File: config.mk
export PLATFORM = sky130hd
export DESIGN_NAME = fifo_serial_tx
export DESIGN_NICKNAME = d
export VERILOG_FILES = /design/src/rtl/fifo_serial_tx.sv
export SDC_FILE = /design/constraint.sdc
export NUM_CORES = 1
export LEC_CHECK = 0
export ABC_AREA = 1
export BUFFER_PORTS_ARGS = -buffer_cell sky130_fd_sc_hd__buf_2
export CAP_MARGIN = 10
export CELL_PAD_IN_SITES_DETAIL_PLACEMENT = 1
export CELL_PAD_IN_SITES_GLOBAL_PLACEMENT = 1
export CORE_MARGIN = 4
export CORE_UTILIZATION = 35
export DETAILED_ROUTE_END_ITERATION = 8
export PLACE_DENSITY = 0.81
export RECOVER_POWER = 100
export SYNTH_ARGS = -nofsm -noshare
export SYNTH_HDL_FRONTEND = slang
export SYNTH_SLANG_ARGS = --single-unit
File: constraint.sdc
create_clock -name clk -period 1.2 [get_ports clk]
set_input_delay 0.24 -clock clk [delete_from_list [all_inputs] [get_ports clk]]
set_output_delay 0.24 -clock clk [all_outputs]
set_load 0.005 [all_outputs]
File: src/rtl/fifo_serial_tx.sv
// Drains a FIFO one word at a time and serialises each word as
// start / data (LSB first) / optional parity / stop bits on a single line.
module fifo_serial_tx #(
    parameter int DWIDTH       = 4,
    parameter int CLKS_PER_BIT = 4,
    parameter int PARITY_EN    = 0,
    parameter int PARITY_ODD   = 0,
    parameter int STOP_BITS    = 1
) (
    input  logic              clk,
    input  logic              rst,
    input  logic              enable,
    input  logic              fifo_empty,
    input  logic [DWIDTH-1:0] fifo_data,
    output logic              fifo_read_en,
    output logic              tx,
    output logic              busy,
    output logic              frame_done
);
    localparam int CW = (CLKS_PER_BIT > 1) ? $clog2(CLKS_PER_BIT) : 1;
    localparam int BW = $clog2(DWIDTH + STOP_BITS + 1);
    localparam logic [CW-1:0] CNT_LAST  = CW'(CLKS_PER_BIT - 1);
    localparam logic [BW-1:0] DATA_LAST = BW'(DWIDTH - 1);
    localparam logic [BW-1:0] STOP_LAST = BW'(STOP_BITS - 1);

    typedef enum logic [2:0] {IDLE, READ, LOAD, START, DATA, PARITY, STOP} state_t;

    state_t            state_q, state_d;
    logic [CW-1:0]     cnt_q, cnt_d;
    logic [BW-1:0]     bit_q, bit_d;
    logic [DWIDTH-1:0] shift_q, shift_d;
    logic              par_q, par_d;
    logic              tx_q, tx_d;
    logic              rd_q, rd_d;
    logic              done_q, done_d;
    logic              bit_end;

    assign bit_end = (cnt_q == CNT_LAST);

    always_comb begin
        state_d = state_q;
        cnt_d   = cnt_q;
        bit_d   = bit_q;
        shift_d = shift_q;
        par_d   = par_q;
        tx_d    = tx_q;
        rd_d    = 1'b0;
        done_d  = 1'b0;
        case (state_q)
            IDLE: begin
                tx_d = 1'b1;
                if (enable && !fifo_empty) begin
                    state_d = READ;
                    rd_d    = 1'b1;
                end
            end
            READ: state_d = LOAD;
            LOAD: begin
                shift_d = fifo_data;
                par_d   = (^fifo_data) ^ 1'(PARITY_ODD);
                tx_d    = 1'b0;
                cnt_d   = '0;
                bit_d   = '0;
                state_d = START;
            end
            START: begin
                if (bit_end) begin
                    cnt_d   = '0;
                    tx_d    = shift_q[0];
                    state_d = DATA;
                end else begin
                    cnt_d = cnt_q + 1'b1;
                end
            end
            DATA: begin
                if (bit_end) begin
                    cnt_d = '0;
                    if (bit_q == DATA_LAST) begin
                        bit_d = '0;
                        if (PARITY_EN != 0) begin
                            state_d = PARITY;
                            tx_d    = par_q;
                        end else begin
                            state_d = STOP;
                            tx_d    = 1'b1;
                        end
                    end else begin
                        // shift_q[0] is on the line; the next bit is shift_q[1]
                        bit_d   = bit_q + 1'b1;
                        shift_d = shift_q >> 1;
                        tx_d    = shift_q[1];
                    end
                end else begin
                    cnt_d = cnt_q + 1'b1;
                end
            end
            PARITY: begin
                if (bit_end) begin
                    cnt_d   = '0;
                    bit_d   = '0;
                    tx_d    = 1'b1;
                    state_d = STOP;
                end else begin
                    cnt_d = cnt_q + 1'b1;
                end
            end
            STOP: begin
                if (bit_end) begin
                    cnt_d = '0;
                    if (bit_q == STOP_LAST) begin
                        bit_d   = '0;
                        done_d  = 1'b1;
                        tx_d    = 1'b1;
                        state_d = IDLE;
                    end else begin
                        bit_d = bit_q + 1'b1;
                    end
                end else begin
                    cnt_d = cnt_q + 1'b1;
                end
            end
            default: begin
                tx_d    = 1'b1;
                state_d = IDLE;
            end
        endcase
    end

    always_ff @(posedge clk) begin
        if (!rst) begin
            state_q <= IDLE;
            cnt_q   <= '0;
            bit_q   <= '0;
            shift_q <= '0;
            par_q   <= 1'b0;
            tx_q    <= 1'b1;
            rd_q    <= 1'b0;
            done_q  <= 1'b0;
        end else begin
            state_q <= state_d;
            cnt_q   <= cnt_d;
            bit_q   <= bit_d;
            shift_q <= shift_d;
            par_q   <= par_d;
            tx_q    <= tx_d;
            rd_q    <= rd_d;
            done_q  <= done_d;
        end
    end

    assign fifo_read_en = rd_q;
    assign tx           = tx_q;
    assign busy         = (state_q != IDLE);
    assign frame_done   = done_q;
endmodule

Word level (Yosys, flattened, before mapping)
Cells that the tools add are included.
{"block": "totals", "register_bits": 15, "latch_bits": 0, "mem_bits_rw": 0, "rom_bits": 0, "input_bits": 8, "output_inout_bits": 4, "elab_cells": 69, "n_memories": 0}
{"block": "classes", "addsub": 2, "mul": 0, "n_div": 0, "order_cmp": 0, "eq_ne": 16, "n_shift": 0, "n_mux": 28, "bitwise": 1, "reduce_logical": 15}
{"op": "3-bit two-way mux", "count": 12}
{"op": "3-bit case mux with 7 select lines", "count": 1}
{"op": "2-bit inequality test (second input constant)", "count": 8}
{"op": "3-bit case mux with 4 select lines", "count": 1}
{"op": "3-bit by 2-bit equality test with 1-bit output (second input constant)", "count": 3}
{"op": "3-bit equality test (second input constant)", "count": 3}
{"op": "1-bit two-way mux", "count": 8}
{"op": "4-bit two-way mux", "count": 2}
{"op": "4-bit case mux with 2 select lines", "count": 1}
{"op": "7-bit AND reduction", "count": 1}
{"op": "3-bit logical NOT", "count": 2}
{"op": "1-bit case mux with 6 select lines", "count": 1}
{"op": "3-bit AND reduction", "count": 2}
{"op": "6-bit AND reduction", "count": 1}
{"op": "2-bit case mux with 2 select lines", "count": 1}
{"op": "4-bit AND reduction", "count": 1}
{"op": "2-bit nonzero test", "count": 2}
{"op": "4-bit nonzero test", "count": 1}
{"op": "4-bit OR reduction", "count": 1}
{"op": "3-bit by 1-bit adder with 3-bit output (second input constant)", "count": 1}
{"op": "3-bit by 1-bit equality test with 1-bit output (second input constant)", "count": 1}
{"op": "3-bit nonzero test", "count": 1}
{"op": "2-bit by 1-bit adder with 2-bit output (second input constant)", "count": 1}
{"op": "2-bit equality test (second input constant)", "count": 1}
{"op": "other kinds (5)", "count": 5}

Logic depth before layout (Yosys ltp)
{"block": "depth", "word_depth": 4, "depth_mapped": 10, "ltp_nobuf": 9}

Least setup slack after synthesis
OpenSTA, ideal clock, no wires.
{"block": "synth_timing", "path_kind": "reg2reg", "startpoint": "register bit_q[0]", "endpoint": "register shift_q[0]", "setup_ns": 0.116, "t_arrival_ns": 1.152, "required_time_ns": 1.084, "setup_slack_ns": -0.068, "path_stages_with_launch": 7, "path_buffers": 0, "synth_period_minus_slack_ns": 1.268, "path_cell_list": "dfxtp_1 -> ha_1 -> ha_1 -> o21ai_2 -> nand2_2 -> o21ai_0 -> nor2_1"}
{"block": "synth_via", "elab_chain_len": 3}
{"item": "start, declared", "line": "30", "source": "logic [BW-1:0] bit_q, bit_d;"}
{"item": "start signal, assigned", "line": "142", "source": "bit_q <= bit_d;"}
{"item": "3-bit by 2-bit equality test with 1-bit output", "line": "78", "source": "if (bit_q == DATA_LAST) begin"}
{"item": "2-bit inequality test (no line)"}
{"item": "3-bit AND reduction (no line)"}
{"item": "end signal, assigned", "line": "143", "source": "shift_q <= shift_d;"}
{"item": "end, declared", "line": "31", "source": "logic [DWIDTH-1:0] shift_q, shift_d;"}
Every way passes these cells.
A chain may end at the register's enable or synchronous reset.

Final worst setup path
{"block": "layout_timing", "startpoint": "register state_q[1]", "endpoint": "register state_q[1]"}
{"block": "layout_via", "elab_chain_len": 3, "elab_cells_between_ends": 16, "classes_between": "eq/ne: 13; mux: 1; reduce/logical: 2"}
{"item": "start, declared", "line": "28", "source": "state_t state_q, state_d;"}
{"item": "start signal, assigned", "line": "140", "source": "state_q <= state_d;"}
{"item": "3-bit equality test, or another cell as far along", "line": "49", "source": "case (state_q)"}
{"item": "2-bit inequality test (no line)"}
{"item": "7-bit AND reduction (no line)"}
Several ways; a longest one is shown, not always the timed one.

==> impl_metrics.csv <==
group,metric,value,unit
sta,timing.final.setup_violations,13,
global_route,grt_start_max_net_pins,10,
clock_tree,tritoncts,"built",
layout,area.growth.synth_to_final,57.7,%
power,powerDensity,1900,nW/um2
setup_path,cp_top_family,"simple AND/OR/NAND/NOR gates",
setup_path,cp-start-kind,"flop",
layout,net_count_final,188,
setup_path,crit_slowest_cell,"dfxtp_4",
place,placed_area,1230,um2
sta,maxSlewViolCount,0,
global_route,grt_first_pass_wirelength,6030,um
floorplan,initial_core_util,0.364,
route,firstDrtPassIters,4,
sta,relSlewSlack,0.724,
setup_path,r2r_setup_slack,-0.20,ns
clock_tree,cts_buffer_depth,2,
power,ir_drop,0.00146,V
clock_tree,clock_latency,0.30,ns
setup_path,critical_path_data_required_time,1.44,ns
synth,synth_edf_count,0,
job,max-cap-violations,0,
synth,synth-seq-area-share,0.302,
setup_path,cp.buffers_inverters,1,
setup_path,worstPathCellList,"buf_6, nand3_1, nor2_1, nor2_1, nand3_1, nand2_1, a21oi_2",
clock_tree,cts-buffers-inserted,3,
route,detailroute.via_count,1154,
synth,distinct_cell_type_count_after_synthesis,27,
layout,fillerInstances,326,
setup_path,path_max_fanout,7,
floorplan,io-pin-count,12,
synth,synth.yosys.warnings,0,
layout,layout.cell_area.non_filler,1570,um2
sta,fmax,717,MHz
setup_path,worst_path_largest_cell_delay,0.42,ns
route,antenna_violating_nets_post_route,0,
hold_path,endpoint_of_the_worst_hold_path,"fifo_read_en$_SDFF_PN0_",
synth,syn-num-nets,148,
setup_path,worst-endpoint-arrival,1.63,ns
route,avgRoutedWirePerCell,20.9,um
sta,layout_setup_ws,-0.195,ns
clock_tree,clock_sink_count,15,
place,port_bufs,11,
route,detail_route.drc_violations,0,
sta,timing_worst_slew_pin_value,0.410,ns
layout,antennaDiodeCount,0,
synth,synth_area_per_cell,7.38,um2
sta,clock-skew-final,0.00725,ns
synth,synth_async_reset_ratio,0,
run_status,violations_in_the_final_reports,"setup timing",
clock_tree,worst_setup_hold_path_clk_slew,0.10,ns
floorplan,die_width,61.3,um
run_status,status,"finished, violations left",
layout,drive_gt1_frac,0.609,
floorplan,die_height,61.3,um
hold_path,holdCritStartpoint,"fifo_empty",
setup_path,rr_worst_depth,7,
sta,layout_worst_path_cycle_share,1.16,
layout,number_of_standard_cells_in_the_final_layout_excluding_fillers,205,
clock_tree,cts_hold_buffers,0,
clock_tree,clock_tree.root_cell,"clkbuf_4",
place,pre_cts_slack,-0.134,ns
synth,synth_flop_cell,"dfxtp_1",
hold_path,hold_path_depth,2,
route,wl,4290,um
global_route,grt.overflow.total,0,
sta,number_of_failing_hold_endpoints_at_the_final_stage,0,
power,p_leak,0.669,nW
setup_path,worstSetupPathType,"reg -> reg",
synth,synth_seq_cells,15,
setup_path,critPathCaptureType,"flop",
sta,grt_setup_unrepaired,"yes",
hold_path,holdCritPathClass,"in -> reg",
route,vias_per_cell,5.63,
synth,syn_area,996,um2
clock_tree,ctsHtreeMaxLevel,1,
global_route,antenna_found_initial,0,
place,finalWeightedCongestion,0.874,
global_route,track_usage,0.223,
floorplan,floorplan.rows,19,
sta,finalWorstPathRequiredPeriod,1.40,ns
place,dp_hpwl,2260,um
route,detail_route.iter0.violations,58,
floorplan,core_region_area,2730,um2
setup_path,r2r_start,"state_q[1]$_SDFFE_PN0P_",
global_route,first_global_vias,1185,
setup_path,critical_path.reg2reg.endpoint,"state_q[1]$_SDFFE_PN0P_",
synth,synthesized_netlist_cell_count,135,
power,totalPowerFinal,2.99,mW
floorplan,die_area,3760,um2
place,placed_insts,190,
-- what timing repair did --
action	4_1_cts	5_1_grt
setup buffers	9	5
resized for setup	50	32
pin swaps	18	12
endpoints found under the setup margin	14	15
-- metal layers --
| metal | GRT usage | vias to the layer above | routed length, um |
|---|---|---|---|
| met1 | 0.271 | 550 | 1650 |
| met3 | 0.0335 | 37 | 211 |
| met5 | 0 | - | 0 |
| met4 | 0.0848 | 0 | 240 |
| li1 | - | 513 | - |
| met2 | 0.394 | 54 | 2180 |
-- flip-flops by register name, indices dropped and copies added, names as in the netlist --
signal and cells:
shift_q 4, bit_q 3, state_q 3, cnt_q 2
fifo_read_en 1, frame_done 1, tx 1
-- layout make-up --
cell class | count | area (um2) | area share
clock buffers | 4 | 26.3 | 0.0167
inverters | 16 | 92.6 | 0.0590
multi-input cells | 101 | 785 | 0.500
flip-flops and latches | 15 | 323 | 0.206
well taps | 31 | 38.8 | 0.0247
repair buffers | 38 | 305 | 0.194
-- cell usage in the layout (no fill, tap or decap), drive strengths merged --
| cell type | netlist | routed |
|---|---|---|
| a21oi | 10 | 10 |
| buf | 3 | 37 |
| clkbuf | 0 | 5 |
| clkinv | 3 | 3 |
| dfxtp | 15 | 15 |
| ha | 5 | 5 |
| inv | 13 | 13 |
| nand2 | 41 | 41 |
| nand3 | 11 | 11 |
| nor2 | 21 | 21 |
| nor4 | 2 | 2 |
| o211ai | 1 | 1 |
| o21a | 1 | 1 |
| o21ai | 8 | 8 |
| or2 | 1 | 1 |
-- cells by family (layout without fill, tap and decap cells) --
| logic type | after synthesis | after routing | share of synthesized area |
|---|---|---|---|
| and+or+nand+nor | 76 | 76 | 0.410 |
| adders and majority gates | 5 | 5 | 0.0628 |
| AOI/OAI and AO/OA | 20 | 20 | 0.121 |
| DFF | 15 | 15 | 0.302 |
| buffers and inverters | 19 | 58 | 0.106 |
-- metrics by stage --
step                      TNS [ns]  hold WS, ns  utilization
final                        -1.40        0.125        0.574
after global placement      -0.274        0.420        0.449
after detailed placement    -0.902        0.427        0.449
after CTS                   -0.780        0.108        0.529
after global routing         -1.92        0.115        0.574
after floorplan                  0        0.318            -
-- cell usage after synthesis (2+ instances only) --
cell     number  area share
nand2_1      32        0.12
nor2_2        2       0.013
inv_1        10       0.038
nand2_4       6       0.068
ha_1          5       0.063
o21ai_0       5       0.025
nand2_2       3       0.019
inv_4         2       0.013
nand3_1      10       0.050
buf_6         3       0.034
nor2_1       15       0.057
nor2_4        3       0.034
a21oi_1      10       0.050
dfxtp_1      15        0.30
nor4_1        2       0.013
-- worst max-delay path by stage --
stage	startpoint	endpoint	slack, ns	depth (start not counted)
2_1_floorplan	bit_q[0]$_SDFFE_PN0P_	state_q[0]$_SDFFE_PN0P_	0.01	8
3_3_place_gp	state_q[0]$_SDFFE_PN0P_	shift_q[1]$_SDFFE_PN0P_	-0.08	7
6_report	state_q[1]$_SDFFE_PN0P_	state_q[1]$_SDFFE_PN0P_	-0.20	7
4_1_cts	state_q[2]$_SDFFE_PN0P_	busy	-0.12	4
3_5_place_dp	state_q[0]$_SDFFE_PN0P_	shift_q[2]$_SDFFE_PN0P_	-0.13	9
5_1_grt	state_q[1]$_SDFFE_PN0P_	state_q[2]$_SDFFE_PN0P_	-0.23	10
-- report_power, final --
part	internal (mW)	leakage, nW	switching (mW)
clock network	0.130	0.0150	0.187
registers	0.610	0.127	0.156
logic	0.846	0.526	1.06
total	1.59	0.669	1.40
Power figures use the tool's default switching activity.
